<file path="src/rtl/data_mem_responder.sv">
// data_mem_responder: MEM-stage target for load/store requests. Holds stall
// while an access is in flight, completes it against a register-based word
// array after LATENCY cycles and returns load data with a one-cycle done pulse.
module data_mem_responder #(
    parameter int WORD_LENGTH = 8,
    parameter int ADDR_LENGTH = 8,
    parameter int DEPTH       = 128,
    parameter int LATENCY     = 3
) (
    input  logic                   clk,
    input  logic                   rst,
    input  logic                   mem_read,
    input  logic                   mem_write,
    input  logic [ADDR_LENGTH-1:0] address,
    input  logic [WORD_LENGTH-1:0] write_data,
    output logic [WORD_LENGTH-1:0] read_data,
    output logic                   done,
    output logic                   stall,
    output logic                   error
);

    localparam int CNT_W = $clog2(LATENCY) + 1;
    localparam int IDX_W = (DEPTH > 1) ? $clog2(DEPTH) : 1;
    localparam logic [ADDR_LENGTH:0] DEPTH_W = (ADDR_LENGTH + 1)'(DEPTH);
    // The IDLE cycle counts as the first latency cycle, so WAIT spans
    // LATENCY-1 cycles and the count loaded on entry is LATENCY-2.
    localparam logic [CNT_W-1:0] CNT_LOAD = (LATENCY >= 2) ? CNT_W'(LATENCY - 2) : '0;

    typedef enum logic [1:0] {
        IDLE = 2'd0,
        WAIT = 2'd1,
        RESP = 2'd2
    } state_t;

    state_t                 state_q, state_d;
    logic [CNT_W-1:0]       cnt_q, cnt_d;
    logic                   op_wr_q, op_wr_d;
    logic [ADDR_LENGTH-1:0] addr_q, addr_d;
    logic [WORD_LENGTH-1:0] data_q, data_d;
    logic [WORD_LENGTH-1:0] read_data_q, read_data_d;
    logic                   done_q, done_d;
    logic                   error_q, error_d;
    logic [WORD_LENGTH-1:0] mem_q [DEPTH];

    logic                   commit;
    logic                   c_wr;
    logic [ADDR_LENGTH-1:0] c_addr;
    logic [WORD_LENGTH-1:0] c_data;
    logic                   c_in_range;
    logic                   req;

    function automatic logic in_range(input logic [ADDR_LENGTH-1:0] a);
        return {1'b0, a} < DEPTH_W;
    endfunction

    assign req        = mem_read | mem_write;
    assign c_in_range = in_range(c_addr);

    // Next-state, request latching, commit selection and stall generation
    always_comb begin
        state_d     = state_q;
        cnt_d       = cnt_q;
        op_wr_d     = op_wr_q;
        addr_d      = addr_q;
        data_d      = data_q;
        read_data_d = read_data_q;
        done_d      = 1'b0;
        error_d     = error_q;
        stall       = 1'b0;
        commit      = 1'b0;
        c_wr        = op_wr_q;
        c_addr      = addr_q;
        c_data      = data_q;
        case (state_q)
            IDLE: begin
                stall = req;
                if (req) begin
                    op_wr_d = mem_write;
                    addr_d  = address;
                    data_d  = write_data;
                    if ((mem_read && mem_write) || !in_range(address)) begin
                        error_d = 1'b1;
                    end
                    if (LATENCY == 1) begin
                        // Single-cycle latency commits straight from the inputs.
                        commit  = 1'b1;
                        c_wr    = mem_write;
                        c_addr  = address;
                        c_data  = write_data;
                        state_d = RESP;
                    end else begin
                        cnt_d   = CNT_LOAD;
                        state_d = WAIT;
                    end
                end
            end
            WAIT: begin
                stall = 1'b1;
                if (cnt_q == '0) begin
                    commit  = 1'b1;
                    state_d = RESP;
                end else begin
                    cnt_d = cnt_q - 1'b1;
                end
            end
            RESP: begin
                state_d = IDLE;
            end
            default: begin
                state_d = IDLE;
            end
        endcase
        if (commit) begin
            done_d = 1'b1;
            if (!c_wr) begin
                read_data_d = c_in_range ? mem_q[c_addr[IDX_W-1:0]] : '0;
            end
        end
    end

    // Control and output registers
    always_ff @(posedge clk or negedge rst) begin
        if (!rst) begin
            state_q     <= IDLE;
            cnt_q       <= '0;
            op_wr_q     <= 1'b0;
            addr_q      <= '0;
            data_q      <= '0;
            read_data_q <= '0;
            done_q      <= 1'b0;
            error_q     <= 1'b0;
        end else begin
            state_q     <= state_d;
            cnt_q       <= cnt_d;
            op_wr_q     <= op_wr_d;
            addr_q      <= addr_d;
            data_q      <= data_d;
            read_data_q <= read_data_d;
            done_q      <= done_d;
            error_q     <= error_d;
        end
    end

    // Word array; out-of-range stores are dropped
    always_ff @(posedge clk or negedge rst) begin
        if (!rst) begin
            mem_q <= '{default: '0};
        end else if (commit && c_wr && c_in_range) begin
            mem_q[c_addr[IDX_W-1:0]] <= c_data;
        end
    end

    assign read_data = read_data_q;
    assign done      = done_q;
    assign error     = error_q;

endmodule

</file>
<file path="config.mk">
export PLATFORM = sky130hd
export DESIGN_NAME = data_mem_responder
export DESIGN_NICKNAME = d
export VERILOG_FILES = /design/src/rtl/data_mem_responder.sv
export SDC_FILE = /design/constraint.sdc
export NUM_CORES = 1
export LEC_CHECK = 0
export ABC_AREA = 1
export CAP_MARGIN = 5
export CELL_PAD_IN_SITES_DETAIL_PLACEMENT = 1
export CELL_PAD_IN_SITES_GLOBAL_PLACEMENT = 1
export CORE_ASPECT_RATIO = 1.5
export CORE_UTILIZATION = 43
export DETAILED_ROUTE_END_ITERATION = 10
export PLACE_DENSITY_LB_ADDON = 0.1
export RECOVER_POWER = 25
export SLEW_MARGIN = 20
export SYNTH_ARGS = -nofsm -noshare
export SYNTH_HDL_FRONTEND = slang
export SYNTH_SLANG_ARGS = --single-unit
</file>
<file path="constraint.sdc">
create_clock -name clk -period 2.1 [get_ports clk]
set_input_delay 0.63 -clock clk [delete_from_list [all_inputs] [get_ports clk]]
set_output_delay 0.63 -clock clk [all_outputs]
set_load 0.005 [all_outputs]
</file>
Word-level counts from Yosys, hierarchy flattened
Cells that the tools add are included.
- add/subtract/negate cells: 1
- magnitude comparators: 4
- equal/unequal tests: 4
- muxes and demuxes: 17
- bitwise gates (word level): 3
- reduce and logical (&&, ||, !) cells: 14
- operators with widths (kind ; number):
    $bwmux W1024 ; 1
    $bmux W8 S7 ; 1
    $demux W8 S7 ; 1
    $mux W8 ; 4
    $lt A8 B8 Y1 const B ; 2
    $ge A8 B8 Y1 const B ; 1
    $lt A8 B1 Y1 const B ; 1
    $not A7 Y8 ; 1
    $mux W3 ; 2
    $ne A2 B2 Y1 const B ; 3
    $pmux W3 S2 ; 1
    $reduce_and A2 Y1 ; 3
    $reduce_and A3 Y1 ; 2
    $logic_and A1 B1 Y1 ; 4
    $mux W2 ; 2
    $pmux W2 S2 ; 1
    $logic_not A3 Y1 ; 1
    $mux W1 ; 3
    $sub A3 B1 Y3 const B ; 1
    $eq A2 B1 Y1 const B ; 1
    $logic_not A2 Y1 ; 1
    $pmux W1 S2 ; 1
    $reduce_bool A2 Y1 ; 1
    $logic_not A1 Y1 ; 1
    other kinds (3) ; 3
- flip-flop bits (word level): 1056
- output and inout port bits: 11
- word-level logic and storage cells: 179

Longest topological paths before layout
Gate-level depths: netlist of the first run.
- word-level depth: 6
- mapped depth: 16

Worst setup path after synthesis of the first run
No wires, ideal clock.
- path type: flip-flop to flip-flop
- start point: reg cnt_q[0]
- end point: reg mem_q[549] (netlist name)
- setup time: 134 ps
- arrival time: 1925 ps
- required time: 1966 ps
- slack: 41 ps
- stages on the path, launching flop included: 12
- buffers on the path: 2
- clock period less this slack: 2059 ps
- path through: dfrtp_1 -> inv_1 -> ha_1 -> inv_1 -> nor3_4 -> nand3_4 -> nor4_4 -> buf_6 -> nand2_1 -> buf_2 -> nand2_1 -> o21ai_0
- longest elaborated chain between the ends: 5
- RTL lines (element ; line ; text):
    from (decl) ; 36 ; logic [CNT_W-1:0] cnt_q, cnt_d;
    from (signal assigned) ; 134 ; cnt_q <= cnt_d;
    $logic_not A3 Y1 ; 99 ; if (cnt_q == '0) begin
    $mux W1 ; 99 ;
    $mux W1 ; 74 ; case (state_q)
    named net commit ; 45 ; logic commit;
    $logic_and A1 B1 Y1 (2 in series) ; 148 ; end else if (commit && c_wr && c_in_range) begin
    to (signal, indexed assignment) ; 149 ; mem_q[c_addr[IDX_W-1:0]] <= c_data;
    to (decl) ; 43 ; logic [WORD_LENGTH-1:0] mem_q [DEPTH];
The timed path passes the listed nets, and every way through them passes these cells.
A chain may end at the register's enable or synchronous reset.

Worst setup path after layout of the first run
- start point: reg addr_q[0]
- end point: reg read_data_q[1] (netlist: read_data[1])
- longest elaborated chain between the ends: 5
- elaborated cells between the ends (all ways): 6
- those cells by class: order compare (1); mux (4); bitwise (1)
- RTL lines (element ; line ; text):
    from (decl) ; 38 ; logic [ADDR_LENGTH-1:0] addr_q, addr_d;
    from (signal assigned) ; 136 ; addr_q <= addr_d;
    $not A7 Y8 (implied by the code) ; 116 ; read_data_d = c_in_range ? mem_q[c_addr[IDX_W-1:0]] : '0;
    $bmux W8 S7 ; 116 ;
    $mux W8 (implied by the code) (2 in series) ; 116 ;
    $mux W8 * ; 116 ;
    to (signal assigned) ; 138 ; read_data_q <= read_data_d;
    to (decl) ; 40 ; logic [WORD_LENGTH-1:0] read_data_q, read_data_d;
Mark *: on every way between the ends. The rest lies on a longest branch, timed or not. The select of a mux whose other input is x is not followed.

==> flow_summary.json, run 1 <==
{
  "syn_nets": 6753,
  "overflow": 0,
  "total_power_mw": 78.9,
  "drv_cap": 0,
  "netlist_area_um2": 50600,
  "power.internal_mw": 46.0,
  "final_nets": 7100,
  "dpl.cell_count": 8399,
  "finish.utilization_pct": 55.7,
  "clock_sinks": 1056,
  "crit_path_frequent_cell": "nand2_1",
  "routabilityCongestion": 0.863,
  "netSwitchingFraction_pct": 41.7,
  "grt_pass1_vias": 48800,
  "final_max_slew_viol_count": 0,
  "synthDistinctLibCells": 26,
  "holdCritPathClass": "in -> reg",
  "rsz0062_at_grt": "true",
  "core_um2": 116000,
  "cp_data_arrival_time_ns": 3.30,
  "grt_usage_pct": 31.5,
  "path_clk_slew_ns": 0.06,
  "cpLargestDelayFamily": "simple AND/OR/NAND/NOR gates",
  "dieArea_um2": 119000,
  "drt_wl_total_um": 190000,
  "post-dp-hpwl_um": 118000,
  "slew_headroom_pct": 29.0,
  "htreeDepth": 3,
  "ant_nets": 0,
  "cp-end-kind": "flip-flop",
  "worstPathRequired_ns": 2.73,
  "critPathKind": "reg -> reg",
  "die_y_um": 422,
  "via_per_inst": 5.32,
  "antenna_found_initial": 3,
  "violations": "setup timing",
  "crit_path_top_delay_cell": "dfrtp_4",
  "ys_ff_latch": 1056,
  "pwr-share-seq_pct": 28.6,
  "drc": 0,
  "io_buffers": 30,
  "final_cells": 8722,
  "max_freq_mhz": 375,
  "leakage_nw": 30.5,
  "ys_seq_area_share_pct": 52.2,
  "powerDensity_nw_per_um2": 1220,
  "post_dp_cell_area_um2": 56500,
  "period_needed_ns": 2.67,
  "avgRoutedWirePerCell_um": 21.8,
  "pwr-share-comb_pct": 45.1,
  "crit_buf_inv": 5,
  "clock_path_buffers": 3,
  "start_util_pct": 43.5,
  "syn_inst": 6731,
  "root_buffer": "clkbuf_16",
  "setup_violations": 1169,
  "critPathMaxStageDelay_ns": 0.54,
  "setup.worst_path.start_class": "flip-flop",
  "tritoncts": "done",
  "final_hold_viol_count": 0,
  "pwr-share-clk_pct": 26.3,
  "cts_inserted_buffers": 111,
  "tightest_slew_ns": 1.06,
  "grt_pass1_wl_um": 288000,
  "grt_max_degree": 66,
  "first_pass_iters": 6,
  "die_x_um": 282,
  "vdd.ir_drop.worst_uv": 706,
  "postLayoutCellArea_um2": 64800,
  "io_pins": 31,
  "p_switching_mw": 32.9,
  "num_vias": 46400,
  "avgSynthCellArea_um2": 7.52,
  "status": "finished, violations left",
  "yosysWarnings": 0,
  "fin_crit_sh_pct": 127,
  "path_cells": "inv_12 -> buf_16 -> buf_12 -> buf_4 -> nand2_1 -> nand3_1 -> nand2_1 -> o21ai_2 -> buf_4 -> nand2_1 -> nor2_2 -> nor2_1 -> nor2_2 -> nand2_1 -> nand2_1 -> nand2_1",
  "first_iter_violations": 2853,
  "rows": 153,
  "skew_ns": 0.0277,
  "fillers": 14000,
  "tns_ns": -259.05,
  "areaGrowthSynthToFinish_pct": 28.0,
  "clk-insertion-delay-late_ns": 0.74,
  "drive_gt1_share_pct": 19.0,
  "fin_ws_ns": -0.568,
  "crit_fanout": 19
}
-- cells in the final DEF, fill, tap and decap left out, types with 3 or more instances in the layout --
master           netlist  layout
o21ai_2                0     107
nor2_4                 1      15
buf_16                 0      23
nand3_1              424     411
clkbuf_16              0     129
buf_2                 77       8
nand2_8                0      39
o211ai_1               8       8
nor4_4                 3       3
clkbuf_4               0       6
buf_6                 20      94
clkinvlp_4             0       4
inv_2                  3       4
clkdlybuf4s50_1        0      24
clkdlybuf4s15_1        0       3
nand4_1               88      88
nand2_1             2309    2040
nand3_2                0      12
buf_8                  0      33
clkbuf_1             305      22
o21ai_1               29     219
buf_12                 0     129
nor2_2                 0      20
nand2_4                0      67
bufinv_16              0       8
or2_2                 72      66
dfrtp_1             1056    1052
buf_4                 22     338
or2_4                  0       6
clkbuf_8               0      34
inv_1                851     839
dfrtp_2                0       3
clkbuf_2               0       4
nor2_1               266     232
nand2_2                0     165
clkinv_2               0      22
inv_6                  0      12
o21ai_0             1158     860
-- cell type report --
| cell class | count | area, µm² | share of cell area (%) |
|---|---|---|---|
| antenna | 2 | 5.00 | 0.00772 |
| clock buffer | 167 | 3370 | 5.20 |
| clock inverter | 38 | 415 | 0.641 |
| inverter | 854 | 3280 | 5.06 |
| multi-input combinational | 4371 | 21200 | 32.7 |
| sequential | 1056 | 26400 | 40.8 |
| tap | 1550 | 1940 | 2.99 |
| timing repair buffer | 684 | 8180 | 12.6 |
-- cell usage after synthesis --
library cell	count	area (µm²)
clkbuf_1	305	1140
buf_6	20	225
o21bai_1	1	7.51
o21ai_1	29	145
nand3_1	424	2120
nand3_4	1	17.5
a21oi_1	2	10.0
inv_1	851	3190
ha_1	2	25.0
nor3_4	2	32.5
buf_2	77	385
buf_4	22	165
o22ai_1	1	6.26
nor3_1	1	5.00
o21a_1	1	7.51
dfrtp_1	1056	26400
or2_2	72	450
nor2_1	266	998
inv_2	3	11.3
nor2_4	1	11.3
nor4_4	3	63.8
buf_1	28	105
nand4_1	88	551
o21ai_0	1158	5800
o211ai_1	8	60.1
nand2_1	2309	8670
-- kinds of logic (layout without fill, tap and decap cells) --
group / Yosys count / count (layout) / synth area share, %
compound gates: 1200 / 1200 / 11.9
fa+ha+maj: 2 / 2 / 0.0494
buf+inv: 1306 / 1743 / 10.3
flops: 1056 / 1056 / 52.2
other cells: 0 / 2 / 0
simple gates: 3167 / 3169 / 25.5
-- worst paths after layout --
path | start | end | slack, ns | depth (start not counted)
setup / recovery | addr_q[0] | read_data[1] | -0.57 | 16
hold reg to reg | mem_q[750] | mem_q[750] | 0.48 | 2
min in group asynchronous | rst | cnt_q[1] | 0.64 | 2
max in group asynchronous | rst | mem_q[821] | -0.09 | 4
setup reg to reg | addr_q[0] | read_data[1] | -0.57 | 16
hold / removal | address[6] | addr_q[6] | 0.44 | 3
-- sequential cells by signal, indices dropped and copies added (netlist names) --
signal	count
addr_q	8
c_data	8
c_wr	1
cnt_q	3
done	1
error	1
mem_q	1024
read_data	8
state_q	2
-- timing repair --
item / CTS / global route
resized for setup: 578 / 609
setup buffers: 45 / 19
hold buffers: 1 / 0
cloned: 35 / 25
endpoints found under the setup margin: 1043 / 1039
pin swaps: 78 / 44
hold endpoints to repair: 19 / 0
-- stage by stage --
stage          hold slack, ns  setup WS (ns)
2_1_floorplan           0.334         0.0409
3_3_place_gp            0.458         -0.920
3_5_place_dp            0.466         -0.905
4_1_cts                 0.365         -0.507
5_1_grt                 0.468         -0.667
6_report                0.442         -0.568
-- tightest hold or removal path, delay by kind of cell --
kind          cells  cell delay [ns]
buf+inv           1             0.40
simple gates      2             0.10
-- metal layers --
metal / vias to the layer above / GRT usage (%) / wire, µm
met5: - / 0 / 13
met4: 2 / 11.6 / 7490
met2: 948 / 55.5 / 97400
li1: 21700 / - / -
met1: 23300 / 39.3 / 77900
met3: 375 / 3.49 / 7140
-- power by group through the flow --
stage | sequential [mW] | clock [mW] | combinational, mW
after floorplan | 22.5 | 0 | 15.3
after global placement | 22.8 | 0 | 31.0
after detailed placement | 22.8 | 0 | 31.4
after CTS | 22.5 | 21.0 | 34.1
after global routing | 22.7 | 21.8 | 37.9
final | 22.6 | 20.7 | 35.6
No activity file was read; power rests on OpenSTA's default activity.
==> inputs of run 2 (changes only) <==
--- a/config.mk
+++ b/config.mk
@@ -12,8 +12,7 @@
 export CORE_ASPECT_RATIO = 1.5
 export CORE_UTILIZATION = 43
 export DETAILED_ROUTE_END_ITERATION = 10
-export PLACE_DENSITY_LB_ADDON = 0.1
-export RECOVER_POWER = 25
+export PLACE_DENSITY = 0.8
 export SLEW_MARGIN = 20
 export SYNTH_ARGS = -nofsm -noshare
 export SYNTH_HDL_FRONTEND = slang
==> flow_summary.json, run 2 (same netlist as run 1, synthesis figures left out) <==
{
  "tritoncts": "done",
  "rows": 153,
  "postLayoutCellArea_um2": 64900,
  "via_per_inst": 5.78,
  "grt_usage_pct": 32.2,
  "first_pass_iters": 8,
  "cp_data_arrival_time_ns": 3.79,
  "grt_max_degree": 77,
  "pwr-share-clk_pct": 24.9,
  "root_buffer": "clkbuf_16",
  "period_needed_ns": 3.17,
  "clk-insertion-delay-late_ns": 0.75,
  "tns_ns": -399.30,
  "largest_reg_flops": 1024,
  "tightest_slew_ns": 1.08,
  "hold_ws_ns": 0.381,
  "drive_gt1_share_pct": 20.7,
  "leakage_nw": 30.2,
  "first_iter_violations": 4419,
  "setup.worst_path.start_class": "flip-flop",
  "htreeDepth": 3,
  "pwr-share-seq_pct": 29.2,
  "critPathMaxStageDelay_ns": 0.72,
  "cp-end-kind": "flip-flop",
  "cts_inserted_buffers": 106,
  "path_cells": "buf_6 -> buf_12 -> nand2_1 -> o211ai_1 -> nand2_1 -> o21ai_0 -> nand2_1 -> nor2_1 -> nor2_1 -> nor2_1 -> nand2_1 -> nand2_1 -> nand2_1",
  "die_x_um": 282,
  "final_hold_viol_count": 0,
  "crit_start": "addr_q[0]",
  "violations": "setup timing",
  "total_power_mw": 77.8,
  "post-dp-hpwl_um": 114000,
  "grt_pass1_vias": 51400,
  "drc": 0,
  "holdCritPathClass": "in -> async",
  "io_buffers": 30,
  "ant_nets": 0,
  "dieArea_um2": 119000,
  "setup_violations": 1042,
  "post_dp_cell_area_um2": 55700,
  "crit_buf_inv": 2,
  "overflow": 0,
  "drv_cap": 0,
  "p_switching_mw": 34.4,
  "skew_ns": 0.0467,
  "start_util_pct": 43.5,
  "routabilityCongestion": 0.898,
  "max_freq_mhz": 316,
  "regMostFlops": "mem_q",
  "fin_ws_ns": -1.07,
  "antenna_found_initial": 3,
  "r2r_start": "addr_q[0]",
  "worstPathRequired_ns": 2.72,
  "path_clk_slew_ns": 0.07,
  "crit_fanout": 60,
  "netSwitchingFraction_pct": 44.2,
  "crit_path_top_delay_cell": "o21ai_0",
  "grt_pass1_wl_um": 296000,
  "final_cell_mix": "1,925 x nand2_1, 1,054 x dfrtp_1, 838 x inv_1, 782 x o21ai_0, 424 x nand3_1",
  "pwr-share-comb_pct": 45.9,
  "crit_path_frequent_cell": "nand2_1",
  "num_vias": 50000,
  "drt_wl_total_um": 214000,
  "final_nets": 7035,
  "slew_headroom_pct": 27.0,
  "die_y_um": 422,
  "powerDensity_nw_per_um2": 1200,
  "status": "finished, violations left",
  "power.internal_mw": 43.4,
  "areaGrowthSynthToFinish_pct": 28.2,
  "rsz0062_at_grt": "true",
  "finish.utilization_pct": 55.8,
  "final_max_slew_viol_count": 0,
  "fin_crit_sh_pct": 151,
  "clock_path_buffers": 3,
  "io_pins": 31,
  "clock_sinks": 1056,
  "vdd.ir_drop.worst_uv": 717,
  "final_common_cell": "nand2_1",
  "cpLargestDelayFamily": "simple AND/OR/NAND/NOR gates",
  "critPathKind": "reg -> reg",
  "avgRoutedWirePerCell_um": 24.7,
  "core_um2": 116000
}
-- run 2: cell count changes in the layout (fill, tap and decap cells not counted), sizes merged, moves of 2 or more --
cell and delta:
clkdlybuf4s15 -2, buf -43, clkinvlp -2, nand2 -2, bufinv -4, clkbuf -30, bufbuf +5
-- run 2: path summary, 6_finish.rpt --
path,to,slack (ns),depth (start not counted)
min in group clk,addr_q[6],0.44,3
max in group asynchronous,mem_q[871],0.71,5
setup reg to reg,read_data[7],-1.07,13
setup / recovery,read_data[7],-1.07,13
hold / removal,mem_q[140],0.38,2
hold reg to reg,mem_q[878],0.48,2
-- run 2: power by group through the flow --
stage / combinational [mW] / sequential [mW] / clock [mW]
3_5_place_dp: 29.9 / 22.8 / 0
2_1_floorplan: 15.3 / 22.5 / 0
5_1_grt: 37.3 / 22.8 / 20.2
4_1_cts: 32.4 / 22.5 / 19.3
3_3_place_gp: 29.3 / 22.7 / 0
6_report: 35.7 / 22.7 / 19.4
-- run 2: area by class of cell --
class	count	area [µm²]
inverters	854	3280
well taps	1550	1940
flip-flops and latches	1056	26400
clock buffers	158	3100
repair buffers	625	7540
repair inverters	1	11.3
clock inverters	30	274
diodes	2	5.00
fillers	13700	51500
multi-input cells	4369	22300
-- run 2: per-stage QoR --
stage                     instances  setup slack (ns)
after global routing           8644             -1.08
after CTS                      8600            -0.455
after detailed placement       8352            -0.989
after floorplan                6731            0.0409
final                          8645             -1.07
after global placement         8352            -0.965
-- run 2: routing by layer --
metal  up-vias  wire length (µm)  GRT usage [%]
met5         -                13              0
met4         2             17700           20.5
met3       961             14400           4.42
met2      2203            104000           54.7
met1     25200             77200           38.1
li1      21600                 -              -
-- run 2: repair_timing --
action | CTS | global route
gates resized for setup | 642 | 984
pin swaps | 32 | 48
gates cloned | 38 | 25
hold endpoints to repair | 5 | 0
buffers inserted | 22 | 23
hold buffers | 1 | 0
setup endpoints to repair | 1041 | 1040
-- run 2: worst register-to-register path, stage by stage, from the launching register on --
cell and delay [ns]:
dfrtp_4 0.56, buf_6 0.29, buf_12 0.29, nand2_1 0.18
o211ai_1 0.12, nand2_1 0.19, o21ai_0 0.72, nand2_1 0.21
nor2_1 0.16, nor2_1 0.05, nor2_1 0.09, nand2_1 0.06
nand2_1 0.06, nand2_1 0.05
==> RTL change: new RTL, flow settings as in run 1 <==
Take the reset off `addr_q`, `data_q` and `read_data_q` and load them in a clocked block of their own.
--- a/src/rtl/data_mem_responder.sv
+++ b/src/rtl/data_mem_responder.sv
@@ -124,21 +124,21 @@
             state_q     <= IDLE;
             cnt_q       <= '0;
             op_wr_q     <= 1'b0;
-            addr_q      <= '0;
-            data_q      <= '0;
-            read_data_q <= '0;
             done_q      <= 1'b0;
             error_q     <= 1'b0;
         end else begin
             state_q     <= state_d;
             cnt_q       <= cnt_d;
             op_wr_q     <= op_wr_d;
-            addr_q      <= addr_d;
-            data_q      <= data_d;
-            read_data_q <= read_data_d;
             done_q      <= done_d;
             error_q     <= error_d;
         end
+    end
+
+    always_ff @(posedge clk) begin
+        addr_q      <= addr_d;
+        data_q      <= data_d;
+        read_data_q <= read_data_d;
     end
 
     // Word array; out-of-range stores are dropped
Behaviour: same outputs for any inputs over 4 cycles, from zero or initial values and one cycle with rst low; that may be too few to reach the edited logic, so the function may still have changed.
==> RTL change against run 1 <==
The run ends with capacitance limit, slew limit, setup timing left; wire length grew 3.9%; design area up 2.5%; combinational power down 42%; sequential share of layout area fell by 0.83 points; total power shrank 20%; sequential cell count did not move; setup slack got worse by 0.11 ns; critical path depth fell by 1; sequential power shrank 3%; area after synthesis is 1.3% higher; hold slack better by 0.038 ns; largest power group is now registers.
==> RTL change: results (changes against run 1) <==
dominant cells by area after synthesis=sky130_fd_sc_hd__dfrtp_1 50%, sky130_fd_sc_hd__nand2_1 17%, sky130_fd_sc_hd__o21ai_0 9.2% (was sky130_fd_sc_hd__dfrtp_1 52%, sky130_fd_sc_hd__nand2_1 17%, sky130_fd_sc_hd__o21ai_0 11%); status=finished with violations (unchanged); hold path startpoint=mem_q[749] (was address[6]); pin count of the biggest net entering global routing=78 (was 66); Via Count=47.1k (was 46.4k); number of maximum-capacitance constraint violations=1 (was 0); total routing resource utilization after global routing=0.315 (about the same); cell count of the worst hold path=2 (was 3); arrival time of the worst setup path=3.27 ns (was 3.30 ns); number of cells on the worst reg-to-reg path=15 (was 16); most frequent cells after synthesis=2332 x sky130_fd_sc_hd__nand2_1, 1032 x sky130_fd_sc_hd__dfrtp_1, 940 x sky130_fd_sc_hd__o21ai_0, 895 x sky130_fd_sc_hd__inv_1, 464 x sky130_fd_sc_hd__nand3_1 (was 2309 x sky130_fd_sc_hd__nand2_1, 1158 x sky130_fd_sc_hd__o21ai_0, 1056 x sky130_fd_sc_hd__dfrtp_1, 851 x sky130_fd_sc_hd__inv_1, 424 x sky130_fd_sc_hd__nand3_1); Cell variety after synth=28 (was 26); first-pass GRT wire length=293 mm (was 288 mm); final number of setup-violating endpoints=1776 (was 1169); Mapped Nets=6885 (was 6753); number of antenna violations at the first check in global routing=6 (was 3); number of enable flip-flop cells after synthesis=24 (was 0); max-slew violation total from the final report=11 (was 0); sequential share of the synthesized area=0.517 (was 0.522); terminating pin of the worst hold path=mem_q[749] (was addr_q[6]); violations in the final reports=capacitance limit, slew limit, setup timing (was setup timing); kind of path behind the tightest hold check=flop to flop (was input port to flop); startpoint of the lowest-slack register-to-register path=addr_q[0] (unchanged); critical-path cell with the highest stage delay=sky130_fd_sc_hd__edfxtp_1 (was sky130_fd_sc_hd__dfrtp_4); WL final=198 mm (was 190 mm); Max IR drop VDD=0.000975 V (was 0.000706 V); worst slack at placement=-0.741 ns (was -0.905 ns); number of global-route vias before repair=48.9k (was 48.8k); synthesized instance count=6863 (was 6731); endpoint of the worst register-to-register path=read_data[3] (was read_data[1]); half-perimeter wire length after placement=117 mm (was 118 mm); leakage dissipation=0.0313 µW (was 0.0305 µW); final worst clock skew=0.0351 ns (was 0.0277 ns); layout cells sized above 1=0.218 (was 0.190); smallest setup slack after layout=-0.677 ns (was -0.568 ns); initial detailed-routing violation count=2841 (was 2853); relative max-transition margin=-0.209 (was 0.290); placed insts=8448 (was 8399); peak fanout along the critical path=10 (was 19)
[RTL change: final cells by class]
| class | instances | area (µm²) |
|---|---|---|
| diodes | 1 | 2.50 |
| flip-flops and latches | 1056 | 26500 |
| clock buffers | 168 | 3260 |
| repair inverters | 2 | 31.3 |
| clock inverters | 30 | 383 |
| repair buffers | 589 | 7640 |
| fillers | 14000 | 51500 |
| inverters | 902 | 3450 |
| well taps | 1560 | 1950 |
| multi-input cells | 4495 | 23200 |
[RTL change: worst max-delay path by stage]
stage,start,slack [ns],cells after the start,end
3_3_place_gp,addr_q[0],-0.72,13,read_data[1]
2_1_floorplan,cnt_q[0],-0.02,14,mem_q[413]
5_1_grt,addr_q[0],-0.75,15,read_data[3]
6_report,addr_q[0],-0.68,15,read_data[3]
4_1_cts,addr_q[0],-0.40,17,read_data[2]
3_5_place_dp,addr_q[0],-0.74,15,read_data[3]
[RTL change: kinds of logic after synthesis]
group                      Yosys count  synth area share
AOI/OAI and AO/OA                 1054             0.103
adders and majority gates            2          0.000488
buffers and inverters             1338             0.104
DFF                               1056             0.517
and+or+nand+nor                   3413             0.275
[RTL change: stage by stage]
step / total power (µW) / hold WS [ns] / cell area (µm²)
floorplan: 30800 / 0.334 / 51300
global placement: 39500 / 0.457 / 56300
detailed placement: 39700 / 0.465 / 56300
CTS: 62100 / 0.337 / 62800
global route: 65400 / 0.498 / 66400
finish: 63000 / 0.480 / 66500
[RTL change: routing by layer]
metal  part of all wire  GRT usage  wire [µm]  vias up
li1                   -          -          -    21800
met1               0.41      0.392      80200    23800
met2               0.50      0.557      99600     1001
met3              0.041     0.0344       8100      427
met4              0.049      0.127       9670        4
met5            0.00013          0         26        -
[RTL change: timing repair]
action                                  CTS  global route
hold buffers                              1             0
cloned                                   39            51
setup buffers                            54            23
setup endpoints to repair              1043          1047
endpoints found under the hold margin    13             0
pin swaps                                91            91
resized for setup                       560           971
[RTL change: power by group]
part	switching [µW]	internal [µW]	leakage, µW
logic	13900	6940	0.0149
clock network	8700	11600	0.00180
registers	613	21300	0.0146
[RTL change: worst min-delay path: stages, from the launching register on]
cell and delay [ns]:
sky130_fd_sc_hd__dfrtp_1 0.35, sky130_fd_sc_hd__nand2_2 0.05, sky130_fd_sc_hd__o21ai_2 0.04
